## src/rtl/divmod_arbiter_pkg.sv

```systemverilog
// Shared definitions for the divmod arbiter slice.
//   state_t     : arbiter FSM states (IDLE, CALC, DONE)
//   WIDTH_DEF   : default operand / quotient / remainder width
//   DIVISOR_DEF : default constant divisor
//   CNT_W       : width of the division step counter
package divmod_arbiter_pkg;

    typedef enum logic [1:0] {
        ST_IDLE = 2'd0,
        ST_CALC = 2'd1,
        ST_DONE = 2'd2
    } state_t;

    localparam int          WIDTH_DEF   = 32;
    localparam int unsigned DIVISOR_DEF = 1234101;
    localparam int          CNT_W       = 6;

endpackage

```

## src/rtl/divmod_arbiter_if.sv

```systemverilog
// Handshake bundle between two requesters / one consumer and the arbiter.
//   req0_*/req1_* : valid/ready request channels carrying a dividend
//   resp_*        : valid/ready response channel (owner id, quotient, remainder)
//   busy          : arbiter is not idle
// Modports: slave = arbiter side, master = requester/consumer side.
interface divmod_arbiter_if
    import divmod_arbiter_pkg::*;
#(
    parameter int WIDTH = WIDTH_DEF
);
    logic             req0_valid;
    logic [WIDTH-1:0] req0_dividend;
    logic             req0_ready;
    logic             req1_valid;
    logic [WIDTH-1:0] req1_dividend;
    logic             req1_ready;
    logic             resp_valid;
    logic             resp_ready;
    logic             resp_id;
    logic [WIDTH-1:0] resp_quot;
    logic [WIDTH-1:0] resp_rem;
    logic             busy;

    modport slave (
        input  req0_valid, req0_dividend, req1_valid, req1_dividend, resp_ready,
        output req0_ready, req1_ready, resp_valid, resp_id, resp_quot, resp_rem, busy
    );

    modport master (
        output req0_valid, req0_dividend, req1_valid, req1_dividend, resp_ready,
        input  req0_ready, req1_ready, resp_valid, resp_id, resp_quot, resp_rem, busy
    );
endinterface

```

## src/rtl/divmod_iter_core.sv

```systemverilog
// Iterative restoring divider by a constant, one quotient bit per cycle, MSB first.
//   clk, rst_n : clock, asynchronous active-low reset
//   start      : load dividend, clear partial remainder and counter
//   dividend   : operand sampled on start
//   quot, rem  : result, valid while done is high and held until next start
//   done       : all WIDTH steps completed
module divmod_iter_core
    import divmod_arbiter_pkg::*;
#(
    parameter int          WIDTH   = WIDTH_DEF,
    parameter int unsigned DIVISOR = DIVISOR_DEF
) (
    input  logic             clk,
    input  logic             rst_n,
    input  logic             start,
    input  logic [WIDTH-1:0] dividend,
    output logic [WIDTH-1:0] quot,
    output logic [WIDTH-1:0] rem,
    output logic             done
);
    localparam logic [WIDTH:0] DIV_EXT = (WIDTH+1)'(DIVISOR);

    logic [WIDTH-1:0] q_sr;     // dividend bits shift out, quotient bits shift in
    logic [WIDTH:0]   acc;      // partial remainder
    logic [CNT_W-1:0] cnt;
    logic             active;

    logic [WIDTH:0]   shifted;
    logic [WIDTH:0]   diff;
    logic             fits;

    // NOTE: every signal assigned in a combinational block gets a value on
    // every path, otherwise synthesis infers a latch.
    always_comb begin
        shifted = {acc[WIDTH-1:0], q_sr[WIDTH-1]};
        diff    = shifted - DIV_EXT;
        // acc[WIDTH] is always zero after a step (remainder < DIVISOR); folding
        // it in keeps the comparison correct for the full register width.
        fits    = acc[WIDTH] | (shifted >= DIV_EXT);
    end

    // NOTE: state registers use non-blocking assignments so every flop
    // samples pre-edge values regardless of statement order.
    always_ff @(posedge clk or negedge rst_n) begin
        // NOTE: datapath registers are reset too, because the result outputs
        // are required to read zero while in reset.
        if (!rst_n) begin
            q_sr   <= '0;
            acc    <= '0;
            cnt    <= '0;
            active <= 1'b0;
        end else if (start) begin
            q_sr   <= dividend;
            acc    <= '0;
            cnt    <= '0;
            active <= 1'b1;
        end else if (active) begin
            acc    <= fits ? diff : shifted;
            q_sr   <= {q_sr[WIDTH-2:0], fits};
            cnt    <= cnt + 1'b1;
            if (cnt == CNT_W'(WIDTH - 1)) begin
                active <= 1'b0;
            end
        end
    end

    assign quot = q_sr;
    assign rem  = acc[WIDTH-1:0];
    assign done = !active && (cnt == CNT_W'(WIDTH));

endmodule

```

## src/rtl/divmod_arbiter.sv

```systemverilog
// Two-requester round-robin front end for a constant-divisor divider.
//   clk, rst_n : clock, asynchronous active-low reset
//   bus        : divmod_arbiter_if.slave (request channels, response channel, busy)
// One request is served at a time: IDLE accepts, CALC runs the divider, DONE
// holds the result until the consumer takes it.
module divmod_arbiter
    import divmod_arbiter_pkg::*;
#(
    parameter int          WIDTH   = WIDTH_DEF,
    parameter int unsigned DIVISOR = DIVISOR_DEF
) (
    input  logic           clk,
    input  logic           rst_n,
    divmod_arbiter_if.slave bus
);
    state_t           state, state_nxt;
    logic             last_grant;
    logic             resp_id_q;
    logic             grant;
    logic             accept;
    logic             core_done;
    logic [WIDTH-1:0] sel_dividend;
    logic [WIDTH-1:0] core_quot;
    logic [WIDTH-1:0] core_rem;

    always_comb begin
        // On a tie the requester not served last wins; otherwise whichever is valid.
        grant        = (bus.req0_valid && bus.req1_valid) ? ~last_grant : bus.req1_valid;
        // rst_n gating keeps both readies low throughout reset.
        accept       = rst_n && (state == ST_IDLE) && (bus.req0_valid || bus.req1_valid);
        sel_dividend = grant ? bus.req1_dividend : bus.req0_dividend;

        state_nxt = state;
        unique case (state)
            ST_IDLE: if (accept)         state_nxt = ST_CALC;
            ST_CALC: if (core_done)      state_nxt = ST_DONE;
            ST_DONE: if (bus.resp_ready) state_nxt = ST_IDLE;
            default:                     state_nxt = ST_IDLE;
        endcase
    end

    always_ff @(posedge clk or negedge rst_n) begin
        if (!rst_n) begin
            state      <= ST_IDLE;
            last_grant <= 1'b1;
            resp_id_q  <= 1'b0;
        end else begin
            state <= state_nxt;
            if (accept) begin
                last_grant <= grant;
                resp_id_q  <= grant;
            end
        end
    end

    divmod_iter_core #(
        .WIDTH   (WIDTH),
        .DIVISOR (DIVISOR)
    ) u_core (
        .clk      (clk),
        .rst_n    (rst_n),
        .start    (accept),
        .dividend (sel_dividend),
        .quot     (core_quot),
        .rem      (core_rem),
        .done     (core_done)
    );

    assign bus.req0_ready = accept && !grant;
    assign bus.req1_ready = accept &&  grant;
    assign bus.resp_valid = (state == ST_DONE);
    assign bus.busy       = (state != ST_IDLE);
    assign bus.resp_id    = resp_id_q;
    assign bus.resp_quot  = core_quot;
    assign bus.resp_rem   = core_rem;

endmodule

```

## src/flat_wrapper.sv

```systemverilog
// flat-port wrapper written by rule: the top's interface ports become plain ports
module divmod_arbiter_flat import divmod_arbiter_pkg::*;
#(
    parameter int          WIDTH   = WIDTH_DEF,
    parameter int unsigned DIVISOR = DIVISOR_DEF
)
  (clk, rst_n, bus_req0_valid, bus_req0_dividend, bus_req1_valid, bus_req1_dividend, bus_resp_ready, bus_req0_ready, bus_req1_ready, bus_resp_valid, bus_resp_id, bus_resp_quot, bus_resp_rem, bus_busy);
  divmod_arbiter_if #(.WIDTH(WIDTH)) bus_i ();
  input  logic clk;
  input  logic rst_n;
  input wire logic [$bits(bus_i.req0_valid)-1:0] bus_req0_valid;
  input wire logic [$bits(bus_i.req0_dividend)-1:0] bus_req0_dividend;
  input wire logic [$bits(bus_i.req1_valid)-1:0] bus_req1_valid;
  input wire logic [$bits(bus_i.req1_dividend)-1:0] bus_req1_dividend;
  input wire logic [$bits(bus_i.resp_ready)-1:0] bus_resp_ready;
  output wire logic [$bits(bus_i.req0_ready)-1:0] bus_req0_ready;
  output wire logic [$bits(bus_i.req1_ready)-1:0] bus_req1_ready;
  output wire logic [$bits(bus_i.resp_valid)-1:0] bus_resp_valid;
  output wire logic [$bits(bus_i.resp_id)-1:0] bus_resp_id;
  output wire logic [$bits(bus_i.resp_quot)-1:0] bus_resp_quot;
  output wire logic [$bits(bus_i.resp_rem)-1:0] bus_resp_rem;
  output wire logic [$bits(bus_i.busy)-1:0] bus_busy;
  assign bus_i.req0_valid = bus_req0_valid;
  assign bus_i.req0_dividend = bus_req0_dividend;
  assign bus_i.req1_valid = bus_req1_valid;
  assign bus_i.req1_dividend = bus_req1_dividend;
  assign bus_i.resp_ready = bus_resp_ready;
  assign bus_req0_ready = bus_i.req0_ready;
  assign bus_req1_ready = bus_i.req1_ready;
  assign bus_resp_valid = bus_i.resp_valid;
  assign bus_resp_id = bus_i.resp_id;
  assign bus_resp_quot = bus_i.resp_quot;
  assign bus_resp_rem = bus_i.resp_rem;
  assign bus_busy = bus_i.busy;
  divmod_arbiter #(.WIDTH(WIDTH), .DIVISOR(DIVISOR)) u_core (.clk(clk), .rst_n(rst_n), .bus(bus_i));
endmodule
```

## config.mk

```make
export PLATFORM = sky130hd
export DESIGN_NAME = divmod_arbiter_flat
export DESIGN_NICKNAME = d
export VERILOG_FILES = /design/src/rtl/divmod_arbiter_pkg.sv /design/src/rtl/divmod_arbiter_if.sv /design/src/rtl/divmod_iter_core.sv /design/src/rtl/divmod_arbiter.sv /design/src/flat_wrapper.sv
export SDC_FILE = /design/constraint.sdc
export NUM_CORES = 1
export LEC_CHECK = 0
export CAP_MARGIN = 25
export CORE_MARGIN = 4
export CORE_UTILIZATION = 40
export CTS_BUF_LIST = sky130_fd_sc_hd__clkbuf_8
export DETAILED_ROUTE_END_ITERATION = 10
export HOLD_SLACK_MARGIN = 0.02
export PLACE_DENSITY_LB_ADDON = 0.15
export SLEW_MARGIN = 20
export SYNTH_ARGS = -nofsm -noshare
export SYNTH_HDL_FRONTEND = slang
export SYNTH_SLANG_ARGS = --single-unit
```

## constraint.sdc

```tcl
create_clock -name clk -period 2.5 [get_ports clk]
set_input_delay 0.5 -clock clk [delete_from_list [all_inputs] [get_ports clk]]
set_output_delay 0.5 -clock clk [all_outputs]
set_load 0.01 [all_outputs]
```

; Word level (Yosys, flattened, before mapping)
; Index checks and enable logic that the tools add are counted.
[word_totals]
elab_cells = 48
register_bits = 76
out_inout_bits = 69
input_bits = 69
[classes]
order_cmp = 1
bitwise = 2
n_reduce_logical = 13
muxes = 16
n_addsub = 2
eq_ne = 7
[op_table]
columns = op, n
row1 = $mux W33, 3
row2 = $mux W32, 3
row3 = $ge A33 B21 Y1 const B, 1
row4 = $sub A33 B21 Y33 const B, 1
row5 = $mux W6, 2
row6 = $add A6 B1 Y6 const B, 1
row7 = $eq A6 B5 Y1 const B, 1
row8 = $eq A6 B6 Y1 const B, 1
row9 = $logic_and A1 B1 Y1, 6
row10 = $mux W2, 3
row11 = $pmux W2 S3, 1
row12 = $mux W1, 4
row13 = $ne A2 B1 Y1 const B, 2
row14 = $reduce_bool A2 Y1, 2
row15 = $reduce_and A3 Y1, 1
row16 = $eq A2 B1 Y1 const B, 1
row17 = $eq A2 B2 Y1 const B, 1
row18 = $logic_not A1 Y1, 2
row19 = $logic_not A2 Y1, 1
row20 = $ne A2 B2 Y1 const B, 1
row21 = $logic_or A1 B1 Y1, 1
row22 = $not A1 Y1, 1
row23 = $or A1 B1 Y1, 1

; Logic depth before layout (Yosys ltp)
; Gate-level depths: netlist (run 1).
[logic_depth]
word_depth = 5
mapped_depth = 10
depth_no_buf = 9

; Modules after synthesis
; From an unflattened synthesis (run 1), not the netlist that was laid out.
[hier_totals]
hier_cells = 550
area_unflattened_um2 = 5280.1
[modules_own_cells]
columns = module, seq_area_each_um2, area_per_inst_um2, instances, cells_per_inst
row1 = divmod_iter_core, 1801.7, 4560.6, 1, 494
row2 = divmod_arbiter, 101.3, 719.4, 1, 56

; Least setup slack after synthesis (run 1)
; OpenSTA, ideal clock, no wires.
[synth_path]
path_type = in2out
startpoint = input bus_req1_valid
endpoint = output bus_req0_ready
cell_stages = 4
n_path_buf = 2
arrival_ns = 1.680
required_ns = 2.000
setup_slack_ns = 0.320
path_cell_list = a21boi_1 -> clkbuf_1 -> clkbuf_1 -> nor2_1
[synth_between]
elab_chain_len = 4
word_cells_on_any_way = 6
cone_classes = mux: 1 / reduce/logical: 5
[synth_rtl]
columns = item, line
row1 = start: declaration, flat_wrapper.sv:13  ; input wire logic [$bits(bus_i.req1_valid)-1:0] bus_req1_valid;
row2 = $logic_and A1 B1 Y1, divmod_arbiter.sv:28  ; grant = (bus.req0_valid && bus.req1_valid) ? ~last_grant : bus.req1_valid;
row3 = $mux W1, divmod_arbiter.sv:28
row4 = $logic_not A1 Y1, divmod_arbiter.sv:69  ; assign bus.req0_ready = accept && !grant;
row5 = $logic_and A1 B1 Y1 (*), divmod_arbiter.sv:69
row6 = end: declaration, flat_wrapper.sv:16  ; output wire logic [$bits(bus_i.req0_ready)-1:0] bus_req0_ready;
; Mark *: on every way between the ends. The rest lies on a longest branch, timed or not.

; Worst setup path after layout (run 1)
[layout_path]
startpoint = register u_core.u_core.acc[0]
endpoint = register u_core.u_core.acc[29]
[layout_between]
elab_chain_len = 5
word_cells_on_any_way = 6
cone_classes = add/sub: 1 / order compare: 1 / mux: 3 / bitwise: 1
[layout_rtl]
columns = item, line
row1 = start: declaration, divmod_iter_core.sv:24  ; logic [WIDTH:0] acc;
row2 = start signal: assignment, divmod_iter_core.sv:58  ; acc <= fits ? diff : shifted;
row3 = $ge A33 B21 Y1, divmod_iter_core.sv:39  ; fits = acc[WIDTH] | (shifted >= DIV_EXT);
row4 = $or A1 B1 Y1, divmod_iter_core.sv:39
row5 = $mux W33 (*), divmod_iter_core.sv:58
row6 = $mux W33 (*), divmod_iter_core.sv:57  ; end else if (active) begin
row7 = $mux W33 (*), divmod_iter_core.sv:52  ; end else if (start) begin
; Mark *: on every way between the ends. The rest lies on a longest branch, timed or not. The select of a mux whose other input is x is not followed.
; A chain may end at the register's enable or synchronous reset.

==> results of run 1 <==
-- registers in the layout, indices dropped and copies added (netlist names) --
name	flops
u_core.u_core.cnt	6
u_core.state	2
u_core.u_core.quot	32
u_core.u_core.acc	33
u_core.last_grant	1
u_core.u_core.active	1
u_core.bus.resp_id	1
-- cells by family after synthesis --
kind of cell,after synthesis,share of synthesized area [%]
AO/OA/AOI/OAI,170,22.6
AND/OR/NAND/NOR,124,14.4
flip-flops,76,40.0
buffers and inverters,74,8.64
XOR/XNOR,35,6.44
multiplexers,33,6.93
adder cells (fa/ha/maj),4,1.05
-- metal layers --
layer  wire (µm)  track usage, %  part of all wire, %
met2        5910            29.2                   47
met4         125            6.19                 0.99
met1        5620            24.7                   44
met3        1010            6.74                  8.0
met5           0               0                    0
-- power by group through the flow --
stage               logic (mW)  registers, mW  clock network (mW)
finish                    4.20           2.45                1.09
global route              4.66           2.55                1.16
CTS                       4.17           2.44                1.11
detailed placement        4.15           2.45                   0
global placement          4.08           2.42                   0
floorplan                 2.77           2.36                   0
-- cells in the final DEF (no fill, tap or decap), types with 2 or more instances in the layout --
cell type          n
bufinv_16          2
nand2_1           20
nor2_1            33
or2_2              2
buf_12             2
nor2b_1           31
ha_1               4
dfrtp_1           74
a2111oi_4          4
nand4bb_1          2
nand4_1            4
and2_1             3
clkdlybuf4s50_1  134
or3_1              7
nor4_2             2
nor3_1             2
nand3b_1           2
and2_4             2
a21oi_1           67
a211oi_2           4
a211oi_1          31
buf_4             28
o21ai_0           39
o211ai_1           2
xor2_1            12
clkbuf_8          11
a21o_1             2
inv_1              9
nand3_1            5
mux2i_1           33
dlygate4sd2_1      2
o21ai_1            7
xnor2_1           23
-- critical path: cells and delay by family, from the launching register on --
kind,cells,cell delay [ns]
AO/OA/AOI/OAI,4,0.94
XOR/XNOR,1,0.14
buffers and inverters,1,0.15
flip-flops,1,0.38
AND/OR/NAND/NOR,2,0.62
-- final cells by class --
type / count / area, µm²
Fill cell: 1053 / 5030
Multi-Input combinational cell: 367 / 2540
Sequential cell: 76 / 1910
Timing Repair Buffer: 166 / 1610
Tap cell: 143 / 179
Clock buffer: 11 / 151
Clock inverter: 4 / 72.6
Inverter: 9 / 33.8
-- through the flow --
step                setup WS [ns]  hold slack (ns)  power [mW]  utilization [%]  std cells
global placement           -0.102            0.462        6.50             53.7        759
floorplan                   0.320            0.204        5.13                -        516
global route             -0.00564            0.158        8.37             56.4        776
detailed placement        -0.0857            0.475        6.60             53.7        759
finish                      0.149            0.146        7.73             56.4        776
CTS                        0.0342            0.147        7.71             55.6        774
-- how the worst max path moves through the flow --
stage,slack [ns],start,to,cells after the start
floorplan,0.32,bus_req1_valid,bus_req0_ready,4
global placement,-0.10,bus_req1_valid,bus_req0_ready,5
detailed placement,-0.09,bus_req1_valid,bus_req0_ready,5
CTS,0.03,u_core.u_core.quot[31],u_core.u_core.acc[26],9
global route,-0.006,u_core.u_core.quot[31],u_core.u_core.acc[28],9
finish,0.15,u_core.u_core.acc[0],u_core.u_core.acc[29],8
-- repair_timing --
action	4_1_cts	5_1_grt
setup buffers	0	1
pin swaps	0	1
cloned	0	1
endpoints found under the setup margin	2	28
gates resized for setup	2	10
==> reports/qor.csv, run 1 <==
stage,metric,value,unit
critical_path,reg2reg_slack,0.15,ns
yosys,synth_cell_types,55,
power_and_ir_drop,ir_drop,417,µV
placed_design,port_buffers,137,
power_and_ir_drop,power_frac_clock,14.1,%
placed_design,place.gp.congestion,0.796,
yosys,seq_area_frac_synth,40.0,%
sta,relSlewSlack,51.9,%
global_routing,gr-total-overflow,0,
yosys,netlist.top_cell.by_area,dfrtp_1,
drt,drc_errors,0,
final_layout,area_growth,36.2,%
sta,setup_violations,0,
drt,num_vias,4076,
drt,wl,12.7,mm
sta,setup-tns-final,0,ns
global_routing,track_usage,18.9,%
critical_path,start_kind,flip-flop,
cts,htreeDepth,3,
yosys,synth-warning-count,0,
cts,cts_sinks,76,
drt,ant_nets,0,
power_and_ir_drop,power.switching,3.15,mW
yosys,ys_top_cells_by_count,"dfrtp_1 (75), a21oi_1 (67), o21ai_0 (39)",
placed_design,post_dp_cell_area,0.00618,mm²
power_and_ir_drop,p_per_area,1190,mW/mm²
yosys,synth_area_leaders,"dfrtp_1 (39%), a21oi_1 (7.0%), mux2i_1 (6.9%)",
sta,hold_viol_final,0,
critical_path,rr_startpoint,u_core.u_core.acc[0],
power_and_ir_drop,pwr-share-comb,54.3,%
yosys,ys_async_sr_fraction,100,%
cts,cts_buffers,9,
yosys,ys_seq_elements,76,
drt,firstDrtPassIters,4,
power_and_ir_drop,p_int,4.58,mW
sta,drv_slew,0,
yosys,synth_cells,516,
placed_design,place_hpwl,9.10,mm
die,fp.coreArea,0.0115,mm²
drt,wl_per_cell,16.3,µm
final_layout,nNetsFinal,702,
yosys,synth_top_area_share,39.4,%
die,die_w,117,µm
yosys,synth_most_common_cell,dfrtp_1,
critical_path,arrival,2.58,ns
cts,cts_hold_buf,0,
global_routing,grt_pass1_vias,4137,
yosys,synth_edf_count,0,
status,run_status,"complete, no violations",
sta,min_period,2.35,ns
hold_path,hp-class,primary input to asynchronous set/reset pin,
global_routing,grt_max_degree,76,
power_and_ir_drop,p_leak,2.55,nW
sta,finalCritPeriodShare,94.0,%
critical_path,r2r-end,u_core.u_core.acc[29],
critical_path,crit_path_top_delay_cell,or3b_1,
critical_path,required,2.73,ns
sta,finClkSkew,0.00750,ns
cts,cts_tree,built,
run,drv_cap,0,
final_layout,fin_area,0.00649,mm²
die,die_y,117,µm
die,num_rows,39,
yosys,syn-num-nets,589,
cts,clockBufferDepth,2,
final_layout,drive_gt1_share,11.1,%
critical_path,path_class,flip-flop to flip-flop,
die,ios,138,
yosys,synth_flop_cell,dfrtp_1,
sta,fmax,425,MHz
drt,via_per_inst,5.25,
sta,tightest_slew,0.722,ns
critical_path,max_stage_delay,0.47,ns
global_routing,antenna_found_initial,0,
die,start_util,41.4,%
yosys,syn_area,0.00476,mm²
yosys,avgSynthCellArea,9.23,µm²
cts,clk_latency,0.35,ns
power_and_ir_drop,switching_share,40.7,%
critical_path,r2r_cells,8,
critical_path,cp_max_fo,4,
cts,clkTransAtPathRegs,0.08,ns
critical_path,crit_chain,buf_4 > o21ai_0 > a22oi_1 > a211oi_2 > or3b_1 > nor2_1 > xnor2_1 > a21oi_1,
cts,root_buffer,clkbuf_8,
critical_path,crit_path_end_kind,flip-flop,
global_routing,grt_pass1_wl,20.5,mm
drt,drtIter0Drc,213,
die,die-area,0.0137,mm²
final_layout,antenna_cells,0,
power_and_ir_drop,p_seq_share,31.7,%
Note: power is estimated with default switching activity, not from simulation.
==> run 2, diff against run 1 <==
- SKIP_LAST_GASP: not set -> 1
- SLEW_MARGIN: 20 -> not set
- clock period: 2.5 -> 2 ns (I/O delays scaled with it)
==> run 2 against run 1 <==
Net effect:
- the flow now finishes with violations (setup timing)
- design area up 11%
- fmax up 9.0%
- clock-buffer cell count down 2
- via count up 6.2%
- worst setup slack worse by 0.31 ns
- final cell count up 7.7%
- clock skew down 0.00086 ns
- critical endpoint is now u_core.u_core.acc[21]
==> reports/qor.csv, run 2 (synthesis results as in run 1) <==
stage,metric,value,unit
status,run_status,"finished, violations left",
status,violations,setup timing,
global_routing,track_usage,19.6,%
die,start_util,41.4,%
hold_path,hp-class,primary input to asynchronous set/reset pin,
power_and_ir_drop,p_per_area,1510,mW/mm²
sta,setup_ws,-0.157,ns
run,drv_cap,0,
drt,num_vias,4328,
sta,rsz0062_at_grt,true,
power_and_ir_drop,ir_drop,589,µV
sta,relSlewSlack,63.0,%
drt,firstDrtPassIters,4,
placed_design,port_buffers,137,
final_layout,largest_reg_flops,33,
final_layout,nNetsFinal,762,
final_layout,final_common_cell,clkdlybuf4s50_1,
die,ios,138,
global_routing,antenna_found_initial,0,
cts,clkTransAtPathRegs,0.08,ns
sta,drv_slew,0,
final_layout,fin_area,0.00720,mm²
drt,drtIter0Drc,207,
cts,cts_tree,built,
die,die_y,117,µm
sta,fmax,464,MHz
sta,finalCritPeriodShare,108,%
die,num_rows,39,
final_layout,drive_gt1_share,23.4,%
die,die-area,0.0137,mm²
sta,setup_violations,29,
critical_path,path_class,flip-flop to flip-flop,
critical_path,arrival,2.43,ns
cts,htreeDepth,3,
final_layout,antenna_cells,0,
placed_design,dp.cells,810,
sta,hold_ws,0.143,ns
critical_path,start_kind,flip-flop,
sta,finClkSkew,0.00664,ns
die,die_w,117,µm
global_routing,grt_pass1_wl,21.1,mm
sta,tightest_slew,0.555,ns
global_routing,grt_max_degree,53,
drt,via_per_inst,5.18,
global_routing,grt_pass1_vias,4365,
final_layout,regMostFlops,u_core.u_core.acc,
critical_path,required,2.28,ns
drt,wl,13.5,mm
final_layout,final_cell_count_no_fill,836,
placed_design,dp_slack,-0.361,ns
final_layout,area_growth,51.1,%
drt,drc_errors,0,
power_and_ir_drop,p_leak,2.90,nW
critical_path,crit_path_end_kind,flip-flop,
drt,ant_nets,0,
final_layout,final_cell_mix,"clkdlybuf4s50_1 (131), buf_4 (83), dfrtp_1 (71), a21oi_1 (66), o21ai_0 (36)",
cts,cts_sinks,76,
placed_design,place.gp.congestion,0.822,
critical_path,cp_max_fo,4,
sta,min_period,2.16,ns
placed_design,place_hpwl,9.93,mm
cts,cts_hold_buf,0,
global_routing,gr-total-overflow,0,
cts,clk_latency,0.35,ns
drt,wl_per_cell,16.1,µm
die,fp.coreArea,0.0115,mm²
sta,setup-tns-final,-2.33,ns
critical_path,r2r_cells,7,
cts,root_buffer,clkbuf_8,
placed_design,post_dp_cell_area,0.00670,mm²
cts,cts_buffers,9,
cts,clockBufferDepth,2,
sta,hold_viol_final,0,
[run 2: cell types whose count changed in the layout (fill, tap and decap cells not counted), moves of 4 or more]
cell	previous run	this run
buf_4	28	83
buf_6	0	4
nor2_1	33	27
nor2_4	0	4
[run 2: final timing paths]
| path | start | slack, ns | endpoint |
|---|---|---|---|
| setup / recovery | u_core.u_core.acc[6] | -0.16 | u_core.u_core.acc[21] |
| hold / removal | rst_n | 0.14 | u_core.u_core.acc[20] |
| setup reg to reg | u_core.u_core.acc[6] | -0.16 | u_core.u_core.acc[21] |
| hold reg to reg | u_core.bus.resp_id | 0.48 | u_core.bus.resp_id |
| max in group asynchronous | rst_n | 0.88 | u_core.u_core.active |
| min in group clk | u_core.bus.resp_id | 0.48 | u_core.bus.resp_id |
[run 2: per-stage QoR]
step / power, mW / utilization [%]
2_1_floorplan: 6.62 / -
3_3_place_gp: 9.01 / 58.2
3_5_place_dp: 9.18 / 58.2
4_1_cts: 10.6 / 60.6
5_1_grt: 11.6 / 62.5
6_report: 10.9 / 62.5
[run 2: timing repair]
item	4_1_cts	5_1_grt
pin swaps	12	29
resized for setup	26	36
gates cloned	0	1
setup buffers	2	8
endpoints found under the setup margin	35	38
[run 2: critical path: stages (launching register included)]
cell and delay, ns:
dfrtp_1 0.44, a21oi_1 0.34, a22oi_2 0.17, a211oi_2 0.26, or3b_4 0.46, buf_4 0.15, xor2_1 0.13, a21oi_1 0.13
[run 2: routing by layer]
layer,GRT usage [%],vias up,wire (µm)
li1,-,2157,-
met1,24.9,2038,5910
met2,32.3,117,6580
met3,5.45,16,786
met4,6.19,0,189
met5,0,-,0
[run 2: area by class of cell]
| cell class | instances | area [µm²] |
|---|---|---|
| fill | 979 | 4320 |
| multi-input combinational | 366 | 2770 |
| timing repair buffer | 227 | 2100 |
| sequential | 76 | 1910 |
| tap | 143 | 179 |
| clock buffer | 9 | 124 |
| clock inverter | 6 | 81.3 |
| inverter | 9 | 33.8 |
[run 2: power breakdown]
group / total, mW / switching [mW] / internal, mW
Combinational: 6.63 / 3.07 / 3.57
Clock: 1.25 / 0.568 / 0.687
Sequential: 2.98 / 0.745 / 2.23
Total: 10.9 / 4.38 / 6.49
